`src/rtl/frog_mover.sv`:
```
// frog_mover: player sprite position, auto-repeating moves, lives and score on a WIDTH x HEIGHT playfield.
module frog_mover #(
  parameter int WIDTH = 8,
  parameter int HEIGHT = 8,
  parameter int HOME_X = 3,
  parameter int LIVES = 3,
  parameter int WRAP_X = 1,
  parameter int REPEAT_DELAY = 16,
  parameter int REPEAT_RATE = 4,
  parameter int SCORE_W = 8
) (
  input  logic clk,
  input  logic reset,
  input  logic resetGame,
  input  logic pause,
  input  logic up,
  input  logic down,
  input  logic left,
  input  logic right,
  input  logic hit,
  output logic [$clog2(WIDTH)-1:0] frogX,
  output logic [$clog2(HEIGHT)-1:0] frogY,
  output logic [WIDTH*HEIGHT-1:0] frogGrid,
  output logic [SCORE_W-1:0] score,
  output logic [$clog2(LIVES+1)-1:0] lives,
  output logic gameOver,
  output logic scored,
  output logic died
);
  localparam int XW = $clog2(WIDTH);
  localparam int YW = $clog2(HEIGHT);
  localparam int LW = $clog2(LIVES+1);
  localparam int GW = WIDTH * HEIGHT;
  localparam int TMAX = REPEAT_DELAY > REPEAT_RATE ? REPEAT_DELAY : REPEAT_RATE;
  localparam int TW = TMAX > 1 ? $clog2(TMAX) : 1;
  localparam logic [XW-1:0] HX = XW'(HOME_X);
  localparam logic [XW-1:0] XMAX = XW'(WIDTH-1);
  localparam logic [YW-1:0] YMAX = YW'(HEIGHT-1);
  logic [3:0] btn, prev, nprev, act, nact, req;
  logic [TW-1:0] tmr [4];
  logic [TW-1:0] ntmr [4];
  logic [XW-1:0] nx;
  logic [YW-1:0] ny;
  logic [SCORE_W-1:0] nscore;
  logic [LW-1:0] nlives;
  logic ngo, nscored, ndied, run;
  assign btn = {right, left, down, up};
  assign run = !pause && !gameOver;
  assign frogGrid = GW'(1) << (int'(frogY) * WIDTH + int'(frogX));
  // index 0..3 = up, down, left, right, which is also the move priority
  always_comb begin
    nx = frogX;
    ny = frogY;
    nscore = score;
    nlives = lives;
    ngo = gameOver;
    nscored = 1'b0;
    ndied = 1'b0;
    nprev = btn;
    nact = act;
    ntmr = tmr;
    req = '0;
    for (int i = 0; i < 4; i++) begin
      req[i] = run && btn[i] && (!prev[i] || (act[i] && tmr[i] == '0));
      if (run) begin
        if (!btn[i]) nact[i] = 1'b0;
        else if (!prev[i]) begin
          nact[i] = 1'b1;
          ntmr[i] = TW'(REPEAT_DELAY-1);
        end else if (act[i]) ntmr[i] = tmr[i] == '0 ? TW'(REPEAT_RATE-1) : tmr[i] - 1'b1;
      end
    end
    if (resetGame) begin
      nx = HX;
      ny = '0;
      nscore = '0;
      nlives = LW'(LIVES);
      ngo = 1'b0;
      nprev = '0;
      nact = '0;
      ntmr = '{default: '0};
    end else if (run && hit) begin
      nx = HX;
      ny = '0;
      ndied = 1'b1;
      nlives = lives - 1'b1;
      ngo = lives == LW'(1);
    end else if (req[0]) begin
      if (frogY == YMAX) begin
        nx = HX;
        ny = '0;
        nscore = &score ? score : score + 1'b1;
        nscored = 1'b1;
      end else ny = frogY + 1'b1;
    end else if (req[1]) ny = frogY == '0 ? frogY : frogY - 1'b1;
    else if (req[2]) nx = frogX == XMAX ? (WRAP_X != 0 ? '0 : frogX) : frogX + 1'b1;
    else if (req[3]) nx = frogX == '0 ? (WRAP_X != 0 ? XMAX : frogX) : frogX - 1'b1;
  end
  always_ff @(posedge clk or negedge reset)
    if (!reset) begin
      frogX <= HX;
      frogY <= '0;
      score <= '0;
      lives <= LW'(LIVES);
      gameOver <= 1'b0;
      scored <= 1'b0;
      died <= 1'b0;
      prev <= '0;
      act <= '0;
      tmr <= '{default: '0};
    end else begin
      frogX <= nx;
      frogY <= ny;
      score <= nscore;
      lives <= nlives;
      gameOver <= ngo;
      scored <= nscored;
      died <= ndied;
      prev <= nprev;
      act <= nact;
      tmr <= ntmr;
    end
endmodule

```
`config.mk`:
```
export PLATFORM = sky130hd
export DESIGN_NAME = frog_mover
export DESIGN_NICKNAME = d
export VERILOG_FILES = /design/src/rtl/frog_mover.sv
export SDC_FILE = /design/constraint.sdc
export NUM_CORES = 1
export LEC_CHECK = 0
export CORE_MARGIN = 3
export CORE_UTILIZATION = 50
export CTS_CLUSTER_DIAMETER = 30
export DETAILED_ROUTE_END_ITERATION = 16
export HOLD_SLACK_MARGIN = 0.08
export PLACE_DENSITY = 0.93
export SYNTH_ARGS = -nofsm -noshare
export SYNTH_HDL_FRONTEND = slang
export SYNTH_SLANG_ARGS = --single-unit
```
`constraint.sdc`:
```
create_clock -name clk -period 4.7 [get_ports clk]
set_clock_uncertainty 0.05 [all_clocks]
set_input_delay 0.94 -clock clk [delete_from_list [all_inputs] [get_ports clk]]
set_output_delay 0.94 -clock clk [all_outputs]
set_load 0.05 [all_outputs]
```
==> metrics, run 1 <==
layout net count 465; setup bufs post-CTS 0; FFs w/ async S/R, synth 1.00; CTS tree yes; number of enable flip-flop cells after synthesis 0; ant diodes 0; leakage 1.58 nW; Startpoint Class flop; initial antenna violation count 0; Required @ worst endpoint 3710 ps; worst skew pair latency 300 ps; DR iter-0 viols 142; Seq. cell area 0.00108 mm2; post_cts resized 0; layout cell share with drive strength beyond 1 0.0410; # hold bufs at CTS 0; worst slew pin tran 946 ps; ys flop type dfrtp_1; first-pass GRT wire length 12,300 um; clock-pin slew on the worst setup and hold paths 80 ps; GRT Resource Usage Total 0.234; Unique masters post-synth 48; syn_area_per_cell 7.96 um2; Total Routed Length 7520 um; Hold Path Stages 1; Detail Placement HPWL 5650 um; Die Ht 81.3 um; RSZ-0062 raised after global routing no; Synth top area share 0.344; Worst Reg-to-Reg Cells 7; Synth Register Bits 43; final worst-path cycle share 0.786; Critical R2R Launch tmr[12]$_DFFE_PN0P_; status finished, final reports clean; area of the multi-input gates 0.00161 mm2; Seq/Total Area, Yosys 0.381; Place WS 1190 ps; Synth top cells by count nor2_1, dfrtp_1, nor3_1, nand2_1, inv_1; Initial Utilization 0.535; Placement Rows 26; setup ws final 1000 ps; Area after DPL 0.00377 mm2; Final Cell Area 0.00385 mm2; Post-route DRC 0; crit path max fanout 9; maximum clock insertion buffer count 2; global route overflow 0; Die ar. 0.00661 mm2; Hold Path Class flop to flop; Final ANT Viol Nets 0; Core ar. 0.00530 mm2; Routed WL per cell 14.8 um; kind of critical path flop to primary output; FILL cells 413; Yosys Warn Count 0; H-tree levels 2; R2R setup slack 1810 ps; Setup Total Neg Slack 0 ps; Max Cap Violations 0; worst rel slew slack 0.369; vias in the first global route 2,787; area delta synth->final 36.0%; Die Width 81.3 um; worst r2r dst score[6]$_DFFE_PN0P_; Setup violations, final 0; Max IR drop VDD 0.261 mV; Boundary Pins 92; Buffers on Ports 91; Root Buffer clkbuf_8; final-report max-slew violation count 0; CTS Buf Count 5; Via density 5.69; Mapped Nets 383; 1st-pass router iterations 4; synthesized cell area 0.00284 mm2; hold path startpoint tmr[0]$_DFFE_PN0P_; CTS sink cnt 43; Crit. End Element primary output; fmax 0.271 GHz; Worst Hold Endpoint tmr[0]$_DFFE_PN0P_; Mapped Cells 356; Worst EP arrival 2710 ps; count leader, synth nor2_1; routability cong. 0.829; power per cell area 254 mW/mm2; top cells by area, synth dfrtp_1, nor2_1, ha_1; crit path time final 3700 ps; largest net degree at the start of global routing 44; Hold Fails Final Rpt 0; DR vias 2,897; Yosys top cell by area dfrtp_1
[logic make-up (layout without fill, tap and decap cells)]
group           Yosys count  in the layout  synth area share
xor+xnor                  6              6            0.0185
flops                    43             43             0.381
buf+inv                  38            121            0.0507
mux                       3              3            0.0106
fa+ha+maj                18             18            0.0794
compound gates           54             54             0.132
simple gates            194            194             0.327
[metrics by stage]
step	instances	util	hold slack, ps	power (mW)
floorplan	356	-	421	0.659
global placement	501	0.711	453	0.744
detailed placement	501	0.711	459	0.757
CTS	509	0.727	470	0.987
global route	509	0.727	499	1.04
finish	509	0.727	472	0.980
[cell usage in the layout, fill, tap and decap left out, types with 3 or more instances in the layout]
cell type / instances
a211oi_1: 4
a21oi_1: 16
a22oi_1: 4
a311oi_1: 4
and3_1: 5
clkbuf_8: 5
clkdlybuf4s50_1: 90
clkinv_2: 3
dfrtp_1: 39
dfstp_2: 4
ha_1: 18
inv_1: 20
mux2i_1: 3
nand2_1: 25
nand2b_1: 6
nand3_1: 14
nand3b_1: 4
nand4_1: 4
nor2_1: 84
nor2b_1: 7
nor3_1: 26
nor3b_1: 4
o21ai_0: 11
or3_1: 4
xnor2_1: 3
xor2_1: 3
[layer usage]
layer | track usage | wire [um]
met5 | 0 | 0
met4 | 0.105 | 201
met3 | 0.0576 | 570
met2 | 0.424 | 3780
met1 | 0.255 | 2970
[critical path: stages, from the launching register on]
cell             delay (ps)
dfstp_2                 590
ha_1                    190
ha_1                    180
clkinv_1                270
nor3_1                  320
clkdlybuf4s50_1         850
[report_power, final]
part           total [mW]  switching, mW  internal [mW]
registers           0.430         0.0363          0.394
logic               0.322          0.217          0.105
clock network       0.228          0.126          0.102
[final cells by class]
cell class | instances | area share
multi-input combinational | 275 | 0.418
sequential | 43 | 0.280
timing repair buffer | 92 | 0.237
tap | 70 | 0.0227
inverter | 21 | 0.0204
clock buffer | 5 | 0.0179
clock inverter | 3 | 0.00389
[worst max-delay path by stage]
stage,cells past startpoint,endpoint,start
2_1_floorplan,4,frogGrid[15],frogX[0]$_DFFE_PN1P_
3_3_place_gp,6,score[6]$_DFFE_PN0P_,pause
3_5_place_dp,6,score[6]$_DFFE_PN0P_,pause
4_1_cts,5,frogGrid[31],frogX[0]$_DFFE_PN1P_
5_1_grt,5,frogGrid[31],frogX[0]$_DFFE_PN1P_
6_report,5,frogGrid[31],frogX[0]$_DFFE_PN1P_
[flip-flops by register name, summed over array words and instances, names as in the netlist]
| signal | flops |
|---|---|
| tmr | 16 |
| score | 8 |
| act | 4 |
| prev | 4 |
| frogX | 3 |
| frogY | 3 |
| lives | 2 |
| died | 1 |
| gameOver | 1 |
| scored | 1 |
(Power assumes the default switching activity.)
==> run 2, diff against run 1 <==
Settings changed: CORE_UTILIZATION 50 to 47, PLACE_DENSITY 0.93 to 0.88.
Clock period 4.7 ns to 3.7 ns, I/O delays scaled along.
==> metrics, run 2 (synthesis gave the netlist of run 1 again) <==
Worst Reg-to-Reg Cells 8; layout net count 468; biggest regs tmr: 16 flops, score: 8 flops; post_cts resized 0; # hold bufs at CTS 0; leakage 1.61 nW; ant diodes 0; crit path time final 3450 ps; Logic pwr share 0.307; Buffers on Ports 91; Final Cell Area 0.00391 mm2; worst skew pair latency 300 ps; first-pass GRT wire length 12,500 um; Post-route DRC 0; Detail Placement HPWL 5420 um; crit path max fanout 9; area delta synth->final 38.0%; Die Ht 83.7 um; worst slew pin tran 941 ps; Setup violations, final 0; global route overflow 0; setup bufs post-CTS 0; net switching fraction of the power 0.358; Clock power frac 0.283; most frequent cells in the layout clkdlybuf4s50_1, nor2_1, dfrtp_1; instance count on the critical path 5; worst path cell trace ha_1, ha_1, clkinv_1, nor3_1, clkdlybuf4s50_1; Pwr Total 1.33 mW; layout cell share with drive strength beyond 1 0.0475; Routed WL per cell 14.3 um; Die Width 83.7 um; Crit. End Element primary output; Boundary Pins 92; Root Buffer clkbuf_8; Initial Utilization 0.500; CTS sink cnt 43; internal power 0.854 mW; Via density 5.53; final worst-path cycle share 0.932; DR vias 2,842; H-tree levels 2; CTS Buf Count 5; largest reg by FF count tmr; power per cell area 340 mW/mm2; FILL cells 472; Setup crit end frogGrid[31]; routability cong. 0.922; Crit path top cell by count ha_1; Final ANT Viol Nets 0; Hold Fails Final Rpt 0; largest net degree at the start of global routing 44; Startpoint Class flop; fmax 0.290 GHz; Total Routed Length 7330 um; CTS tree yes; Net Sw Power 0.476 mW; Critical R2R Launch tmr[12]$_DFFE_PN0P_; max reg flops 16; clock-pin slew on the worst setup and hold paths 80 ps; maximum clock insertion buffer count 2; Required @ worst endpoint 2910 ps; most common cell after layout, fill and taps aside clkdlybuf4s50_1; Max Cap Violations 0; RSZ-0062 raised after global routing no; Max IR drop VDD 0.409 mV; Die ar. 0.00700 mm2; Setup Total Neg Slack 0 ps; critical path's top delay family buffers and inverters; slowest stage cell, crit path clkdlybuf4s50_1; worst rel slew slack 0.372; max incr delay on CP 850 ps; 1st-pass router iterations 5; initial antenna violation count 0; vias in the first global route 2,761; power share of the sequential group 0.411; Worst EP arrival 2660 ps; GRT Resource Usage Total 0.210; status finished, final reports clean; Placement Rows 27; Hold Path Class flop to flop; worst setup path startpoint frogX[0]$_DFFE_PN1P_; R2R setup slack 1160 ps; Area after DPL 0.00380 mm2; DR iter-0 viols 98; final-report max-slew violation count 0; worst r2r dst frogX[0]$_DFFE_PN1P_; Core ar. 0.00568 mm2; kind of critical path flop to primary output; Buf/Inv on CP 2
==> run 2: layer usage <==
| metal | vias up | global-route usage | part of all wire |
|---|---|---|---|
| met5 | - | 0 | 0 |
| met1 | 1342 | 0.244 | 0.43 |
| li1 | 1395 | - | - |
| met4 | 0 | 0.0702 | 0.016 |
| met2 | 95 | 0.375 | 0.49 |
| met3 | 10 | 0.0523 | 0.064 |
==> run 2: worst min path at each step <==
stage / start / endpoint / cells past startpoint
after floorplan: reset / act[0]$_DFFE_PN0P_ / 0
after global placement: tmr[0]$_DFFE_PN0P_ / tmr[0]$_DFFE_PN0P_ / 1
after detailed placement: tmr[0]$_DFFE_PN0P_ / tmr[0]$_DFFE_PN0P_ / 1
after CTS: tmr[0]$_DFFE_PN0P_ / tmr[0]$_DFFE_PN0P_ / 1
after global routing: tmr[0]$_DFFE_PN0P_ / tmr[0]$_DFFE_PN0P_ / 1
final: tmr[0]$_DFFE_PN0P_ / tmr[0]$_DFFE_PN0P_ / 1
==> run 2: final cells by class <==
class,count,area (um2),share of cell area
sequential,43,1080,0.276
clock buffer,6,82.6,0.0211
tap,72,90.1,0.0230
timing repair buffer,95,936,0.239
clock inverter,2,35.0,0.00895
multi-input combinational,275,1610,0.411
inverter,21,78.8,0.0201
==> run 2: power by group through the flow <==
stage          registers (mW)  logic (mW)  clock network (mW)
2_1_floorplan           0.573       0.265                   0
3_3_place_gp            0.552       0.398                   0
3_5_place_dp            0.554       0.407                   0
4_1_cts                 0.545       0.409               0.390
5_1_grt                 0.552       0.447               0.405
6_report                0.546       0.408               0.376
==> run 2: metrics by stage <==
stage          setup slack [ps]  instances  hold slack (ps)   util
2_1_floorplan               508        356              394      -
3_3_place_gp                611        506              449  0.669
3_5_place_dp                550        506              455  0.669
4_1_cts                     207        514              471  0.690
5_1_grt                    43.6        514              498  0.690
6_report                    252        514              462  0.690
==> run 3, diff against run 2 <==
Settings changed: ABC_CLOCK_PERIOD_IN_PS set to 3700.
==> results of run 3 <==
The final DEF is identical to that of run 2; final timing and power are the same.
